File: config.mk
export PLATFORM = sky130hd
export DESIGN_NAME = sbox_init_sequencer
export DESIGN_NICKNAME = d
export VERILOG_FILES = /design/src/rtl/sbox_init_sequencer.sv
export SDC_FILE = /design/constraint.sdc
export NUM_CORES = 1
export LEC_CHECK = 0
export ABC_AREA = 1
export CAP_MARGIN = 20
export CORE_UTILIZATION = 49
export CTS_CLUSTER_DIAMETER = 120
export DETAILED_ROUTE_END_ITERATION = 10
export PLACE_DENSITY_LB_ADDON = 0.05
export SYNTH_ARGS = -nofsm -noshare
export SYNTH_HDL_FRONTEND = slang
export SYNTH_SLANG_ARGS = --single-unit
File: constraint.sdc
create_clock -name clk -period 3.5 [get_ports clk]
set_clock_uncertainty 0.05 [all_clocks]
set_input_delay 0.525 -clock clk [delete_from_list [all_inputs] [get_ports clk]]
set_output_delay 0.525 -clock clk [all_outputs]
set_load 0.01 [all_outputs]
File: src/rtl/sbox_init_sequencer.sv
// Loads the four bcrypt S-box banks from the pi-constant ROM, one word per FETCH/WRITE pair,
// and shares the SRAM write port with the core's Feistel write-back path.
module sbox_init_sequencer #(
  parameter  int NUM_BOX       = 4,
  parameter  int WORDS_PER_BOX = 256,
  parameter  int ADDR_W        = 8,
  parameter  int DATA_W        = 32,
  localparam int BOX_W         = $clog2(NUM_BOX),
  localparam int CNT_W         = BOX_W + ADDR_W
) (
  input  logic               clk,
  input  logic               int_rst_l,
  input  logic               init_req,
  output logic [CNT_W-1:0]   rom_addr,
  input  logic [DATA_W-1:0]  rom_data,
  input  logic               sram_ready,
  output logic               wr_en,
  output logic [NUM_BOX-1:0] wr_cs,
  output logic [ADDR_W-1:0]  wr_addr,
  output logic [DATA_W-1:0]  wr_data,
  input  logic               core_req,
  output logic               core_gnt,
  output logic               busy,
  output logic               done
);

  localparam logic [CNT_W-1:0] LAST = CNT_W'(NUM_BOX * WORDS_PER_BOX - 1);

  typedef enum logic [1:0] {S_IDLE, S_FETCH, S_WRITE, S_DONE} state_t;

  state_t             r_state, w_state_nxt;
  logic [CNT_W-1:0]   r_cnt, w_cnt_nxt;
  logic               r_pend, w_pend_nxt;
  logic               r_gnt, w_gnt_nxt;
  logic               r_hold, w_hold_nxt;
  logic [DATA_W-1:0]  r_data, w_data_nxt;
  logic               w_wr, w_start;
  logic [DATA_W-1:0]  w_rd_data;

  always_ff @(posedge clk or negedge int_rst_l) begin
    if (!int_rst_l) begin
      r_state <= S_IDLE;
      r_cnt   <= '0;
      r_pend  <= 1'b0;
      r_gnt   <= 1'b0;
      r_hold  <= 1'b0;
      r_data  <= '0;
    end else begin
      r_state <= w_state_nxt;
      r_cnt   <= w_cnt_nxt;
      r_pend  <= w_pend_nxt;
      r_gnt   <= w_gnt_nxt;
      r_hold  <= w_hold_nxt;
      r_data  <= w_data_nxt;
    end
  end

  // A fill may only start once the core has released the port; a request seen
  // while the core holds it is parked in r_pend and blocks any new grant.
  assign w_start = (r_state == S_IDLE || r_state == S_DONE) && !r_gnt && (init_req || r_pend);

  // Registered ROM: rom_data is live only in the first WRITE cycle, so a stalled
  // write replays the copy captured in r_data.
  assign w_rd_data = r_hold ? r_data : rom_data;

  always_comb begin
    w_state_nxt = r_state;
    w_cnt_nxt   = r_cnt;
    w_pend_nxt  = r_pend;
    w_gnt_nxt   = 1'b0;
    w_hold_nxt  = r_hold;
    w_data_nxt  = r_data;
    case (r_state)
      S_IDLE, S_DONE: begin
        if (w_start) begin
          w_state_nxt = S_FETCH;
          w_cnt_nxt   = '0;
          w_pend_nxt  = 1'b0;
        end else if (init_req && r_gnt) begin
          w_pend_nxt  = 1'b1;
        end
        w_gnt_nxt = core_req && (r_gnt || (!r_pend && !init_req));
      end
      S_FETCH: begin
        w_state_nxt = S_WRITE;
        w_hold_nxt  = 1'b0;
      end
      S_WRITE: begin
        if (sram_ready) begin
          w_hold_nxt = 1'b0;
          if (r_cnt == LAST) begin
            w_state_nxt = S_DONE;
          end else begin
            w_cnt_nxt   = r_cnt + CNT_W'(1);
            w_state_nxt = S_FETCH;
          end
        end else begin
          w_hold_nxt = 1'b1;
          w_data_nxt = w_rd_data;
        end
      end
      default: w_state_nxt = S_IDLE;
    endcase
  end

  assign w_wr     = (r_state == S_WRITE);
  assign wr_en    = w_wr;
  assign wr_addr  = w_wr ? r_cnt[ADDR_W-1:0] : '0;
  assign wr_data  = w_wr ? w_rd_data : '0;
  assign rom_addr = (r_state == S_FETCH) ? r_cnt : '0;
  assign core_gnt = r_gnt;
  assign busy     = (r_state == S_FETCH) || w_wr;
  assign done     = (r_state == S_DONE);

  for (genvar b = 0; b < NUM_BOX; b++) begin : g_cs
    assign wr_cs[b] = w_wr && (r_cnt[CNT_W-1:ADDR_W] == BOX_W'(b));
  end

endmodule

==> impl_metrics.json, run 1 <==
{
  "ff2ff_path_depth": 9,
  "crit_arrival_ns": 2.53,
  "tns_ns": 0,
  "period_minus_slack_ns": 3.10,
  "mostFrequentLayoutCell": "clkdlybuf4s50_1",
  "total_power_uw": 2310,
  "num-fill-cells": 438,
  "leakage_uw": 0.00187,
  "htreeDepth": 2,
  "min_period_over_period_pct": 88.7,
  "cts_tree": "yes",
  "cts_setup_buffers": 0,
  "timing.final.hold_violations": 0,
  "grt_first_pass_wirelength_um": 10500,
  "end_kind": "output pin",
  "max-vdd-ir-drop_v": 0.000318,
  "overflow": 0,
  "cap_violations": 0,
  "clockBufferDepth": 2,
  "grt_max_degree": 66,
  "clkPwrFrac_pct": 13.7,
  "layout-drive-gt1-share_pct": 6.31,
  "setup_viol": 0,
  "crit_path_top_delay_cell": "clkdlybuf4s50_1",
  "p_int_uw": 1380,
  "seqPwrFrac_pct": 38.0,
  "cts_resized": 0,
  "finalNetCount": 468,
  "detailedRoute.firstPassIterationCount": 4,
  "vias": 2459,
  "synth_nets": 382,
  "outcome": "completed",
  "fin_area_um2": 3770,
  "core_um2": 5200,
  "cp_max_fo": 43,
  "via_per_inst": 4.94,
  "tightest_slew_ns": 0.748,
  "startpoint_type": "register",
  "fmax_ghz": 0.322,
  "synth_warnings": 0,
  "syn_area_um2": 2710,
  "synthDistinctLibCells": 27,
  "rows": 26,
  "grt_pass1_vias": 2382,
  "diodes": 0,
  "finalWirelength_um": 6150,
  "layout.cells.most_common_list": "93 x clkdlybuf4s50_1, 89 x nand2_1, 46 x nor2_1, 46 x dfrtp_1, 44 x o21ai_0",
  "power.density_nw_per_um2": 613,
  "clk_pin_slew_ns": 0.09,
  "syn_area_per_cell_um2": 7.94,
  "r2r_end": "r_state[0]$_DFFE_PN0P_",
  "hold_ws_ns": 0.0321,
  "ys_seq_elements": 47,
  "synth.largest_area_cell": "dfrtp_1",
  "rsz0062_at_grt": "false",
  "maxSlewHeadroom_pct": 50.1,
  "port-buffer-count": 94,
  "synth.area.top_cells": "dfrtp_1 43%, nand2_1 12%, mux2i_1 12%",
  "r2r_slack_ns": 0.89,
  "cts.sinks": 47,
  "synth-seq-area-share_pct": 43.4,
  "cts_buffers": 5,
  "crit_required_ns": 2.92,
  "combPwrFrac_pct": 48.3,
  "antenna_found_initial": 0,
  "dieHeight_um": 76.3,
  "syn_inst": 341,
  "crit_path_cell_trace": "inv_1, ha_1, inv_2, nor3_1, clkdlybuf4s50_1",
  "swShare_pct": 40.3,
  "cp_slowest_stage_delay_ns": 0.56,
  "wl_per_cell_um": 12.4,
  "ant_nets": 0,
  "hold_buffers": 0,
  "placedInstanceArea_um2": 3670,
  "die_area_um2": 5830,
  "area_delta_synth_final_pct": 39.3,
  "slew_violations": 0,
  "crit_path_start": "r_state[0]$_DFFE_PN0P_",
  "initialDrtViolationCount": 154,
  "cts_root_buffer": "clkbuf_8",
  "track_usage_pct": 21.8,
  "gp_congestion": 0.893,
  "initial_core_util_pct": 52.0,
  "pin_count": 95,
  "clock_latency_ns": 0.29,
  "dieWidth_um": 76.3,
  "r2r_start": "r_state[0]$_DFFE_PN0P_",
  "remaining_drc_errors": 0,
  "dpl.hpwl_um": 4420,
  "p_sw_uw": 930,
  "netlist.area_leader.share_pct": 43.4,
  "path_class": "register to output pin",
  "hold_class": "input pin to async pin"
}
[synthesized netlist by cell type]
cell      instances
nand2_1          89
dfrtp_1          47
nor2_1           46
o21ai_0          44
mux2i_1          32
inv_1            30
clkbuf_1         11
buf_2             5
a21oi_1           4
ha_1              4
nand3_1           4
nor2_2            3
nor3_1            3
inv_2             2
nand2_4           2
nor2_8            2
nor3b_1           2
o21ai_2           2
buf_1             1
buf_4             1
buf_6             1
nand2_2           1
nand3_2           1
nand3_4           1
nand3b_1          1
o21bai_1          1
o31ai_1           1
[worst max-delay path: cells and delay by family, from the launching register on]
kind	cells	cell delay, ns
buf+inv	3	1.07
fa+ha+maj	1	0.47
flops	1	0.42
simple gates	1	0.28
[sequential cells by signal, indices dropped and copies added, names as in the netlist]
signal,flops
r_data,32
r_cnt,10
r_state,2
core_gnt,1
r_hold,1
r_pend,1
[through the flow]
stage | setup WS (ns) | util, % | cells
floorplan | 1.42 | - | 341
detailed placement | 0.693 | 70.4 | 489
CTS | 0.375 | 72.1 | 497
global placement | 0.767 | 70.4 | 489
global route | 0.174 | 72.5 | 498
finish | 0.397 | 72.5 | 498
[logic make-up after synthesis]
logic type	count (synthesis)	share of synthesized area, %
buffers and inverters	51	7.72
AOI/OAI and AO/OA	52	10.1
DFF	47	43.4
adders and majority gates	4	1.85
muxes	32	11.8
and+or+nand+nor	155	25.1
[final cells by class]
cell class | instances | area [µm²] | area share [%]
Clock buffer | 6 | 72.6 | 1.92
Clock inverter | 2 | 13.8 | 0.365
Inverter | 32 | 120 | 3.18
Multi-Input combinational cell | 243 | 1320 | 35.1
Sequential cell | 47 | 1180 | 31.2
Tap cell | 70 | 87.6 | 2.32
Timing Repair Buffer | 98 | 978 | 25.9
[power groups by stage]
stage          Sequential (µW)  Clock [µW]  Combinational (µW)
2_1_floorplan              835           0                 789
3_3_place_gp               874           0                1100
3_5_place_dp               886           0                1130
4_1_cts                    877         328                1130
5_1_grt                    900         347                1240
6_report                   879         316                1120
[worst max path at each step]
stage	endpoint	slack, ns	depth (start not counted)
2_1_floorplan	wr_data[21]	1.42	6
3_3_place_gp	wr_cs[2]	0.77	5
3_5_place_dp	wr_cs[2]	0.69	5
4_1_cts	wr_cs[2]	0.37	5
5_1_grt	wr_cs[0]	0.17	5
6_report	wr_cs[2]	0.40	5
[metal layers]
metal	vias to the layer above	GRT usage, %	routed length (µm)
li1	1252	-	-
met1	1136	26.9	2770
met2	67	39.5	3090
met3	4	3.11	259
met4	0	5.58	38
met5	-	0	0
No activity file was read; power rests on OpenSTA's default activity.
==> run 2, diff against run 1 <==
--- a/config.mk
+++ b/config.mk
@@ -7,6 +7,7 @@
 export LEC_CHECK = 0
 export ABC_AREA = 1
 export CAP_MARGIN = 20
+export CORE_MARGIN = 10
 export CORE_UTILIZATION = 49
 export CTS_CLUSTER_DIAMETER = 120
 export DETAILED_ROUTE_END_ITERATION = 10
==> run 2 against run 1 <==
Setup slack better by 0.32 ns. Worst hold slack better by 0.080 ns. Die area is 53% higher. Sequential share of layout area is 0.20 points lower. Utilization is 2.7 points lower. Combinational power hardly changed. Final area is 0.63% higher. Flip-flop and latch count stayed put. Largest power group unchanged.
==> impl_metrics.json, run 2 (same netlist as run 1, synthesis figures left out) <==
{
  "hold_class": "input pin to async pin",
  "cts_tree": "yes",
  "regArea_um2": 1180,
  "cts.sinks": 47,
  "port-buffer-count": 94,
  "startpoint_type": "register",
  "vias": 2490,
  "regMostFlops": "r_data",
  "dr_wl_met3_um": 768,
  "rows": 27,
  "clockBufferDepth": 2,
  "via_per_inst": 4.97,
  "period_minus_slack_ns": 2.78,
  "met2WireLength_um": 3410,
  "wl_met1_um": 2750,
  "core_um2": 5440,
  "r2r_start": "r_state[0]$_DFFE_PN0P_",
  "setup_viol": 0,
  "num-fill-cells": 462,
  "cts_root_buffer": "clkbuf_8",
  "htreeDepth": 2,
  "outcome": "completed",
  "finalNetCount": 469,
  "finalWirelength_um": 6980,
  "dieWidth_um": 94.3,
  "tns_ns": 0,
  "die_area_um2": 8900,
  "largest_reg_flops": 32,
  "r2r_slack_ns": 1.09,
  "cp_max_fo": 43,
  "cts_resized": 0,
  "clock_latency_ns": 0.29,
  "top_regs": "r_data: 32 flops, r_cnt: 10 flops, r_state: 2 flops",
  "crit_required_ns": 2.92,
  "leakage_uw": 0.00188,
  "multiInputGateArea_um2": 1320,
  "initialDrtViolationCount": 99,
  "area_delta_synth_final_pct": 40.2,
  "maxSlewHeadroom_pct": 48.9,
  "slew_violations": 0,
  "timing.final.hold_violations": 0,
  "dpl.hpwl_um": 5090,
  "rsz0062_at_grt": "false",
  "clk_pin_slew_ns": 0.08,
  "diodes": 0,
  "antenna_found_initial": 0,
  "overflow": 0,
  "remaining_drc_errors": 0,
  "wl_per_cell_um": 13.9,
  "layout.cells.most_common_list": "93 x clkdlybuf4s50_1, 89 x nand2_1, 46 x nor2_1, 46 x dfrtp_1, 44 x o21ai_0",
  "hold_buffers": 0,
  "power.density_nw_per_um2": 624,
  "pin_count": 95,
  "dieHeight_um": 94.3,
  "detailedRoute.firstPassIterationCount": 6,
  "mostFrequentLayoutCell": "clkdlybuf4s50_1",
  "min_period_over_period_pct": 79.5,
  "track_usage_pct": 15.7,
  "layout-drive-gt1-share_pct": 6.53,
  "top_layer_used": "met4",
  "cts_buffers": 5,
  "gp_congestion": 0.872,
  "fmax_ghz": 0.359,
  "initial_core_util_pct": 49.8,
  "postLayoutCoreUtil_pct": 69.8,
  "cap_violations": 0,
  "grt_pass1_vias": 2465,
  "crit_arrival_ns": 2.21,
  "end_kind": "output pin",
  "tightest_slew_ns": 0.765,
  "cts_setup_buffers": 0,
  "path_class": "register to output pin",
  "crit_path_start": "r_state[0]$_DFFE_PN0P_",
  "max-vdd-ir-drop_v": 0.000381,
  "grt_max_degree": 66,
  "ant_nets": 0,
  "grt_first_pass_wirelength_um": 11500
}
run 2: cell types whose count changed in the layout (fill, tap and decap cells not counted), sizes merged:
cell    change
buf         +1
clkbuf      +2
clkinv      -2
run 2: area by class of cell:
class | instances | area share (%)
clock buffer | 8 | 2.64
inverter | 32 | 3.16
multi-input combinational | 243 | 34.8
sequential | 47 | 31.0
tap | 72 | 2.37
timing repair buffer | 99 | 26.0
run 2: final timing paths:
| check | depth (start not counted) | end |
|---|---|---|
| setup reg to reg | 9 | r_state[0]$_DFFE_PN0P_ |
| hold reg to reg | 2 | r_data[20]$_DFFE_PN0P_ |
| hold / removal | 1 | r_pend$_DFFE_PN0P_ |
| setup / recovery | 5 | wr_data[25] |
| min in group clk | 2 | r_data[20]$_DFFE_PN0P_ |
| max in group asynchronous | 2 | r_data[20]$_DFFE_PN0P_ |
run 2: power breakdown:
| group | internal, µW | total, µW | switching (µW) |
|---|---|---|---|
| logic | 502 | 1110 | 610 |
| registers | 740 | 899 | 158 |
| clock network | 181 | 359 | 178 |
run 2: worst max-delay path: stages (launching register included):
cell and delay [ns]:
dfrtp_1 0.41, inv_1 0.06, ha_1 0.21, inv_2 0.56
nor2_1 0.13, clkdlybuf4s50_1 0.52
run 2: routing by layer:
layer / track usage [%] / vias up
li1: - / 1255
met5: 0 / -
met1: 17.5 / 1144
met2: 26.8 / 87
met4: 4.30 / 0
met3: 6.66 / 4
run 2: per-stage QoR:
stage	setup slack, ns	power [µW]	instance area (µm²)	instances	hold WS (ns)
6_report	0.717	2370	3800	501	0.113
5_1_grt	0.566	2570	3800	501	0.130
4_1_cts	0.680	2400	3780	500	0.408
3_5_place_dp	1.02	2030	3680	492	0.425
3_3_place_gp	1.07	2000	3680	492	0.416
2_1_floorplan	1.42	1620	2710	341	0.179
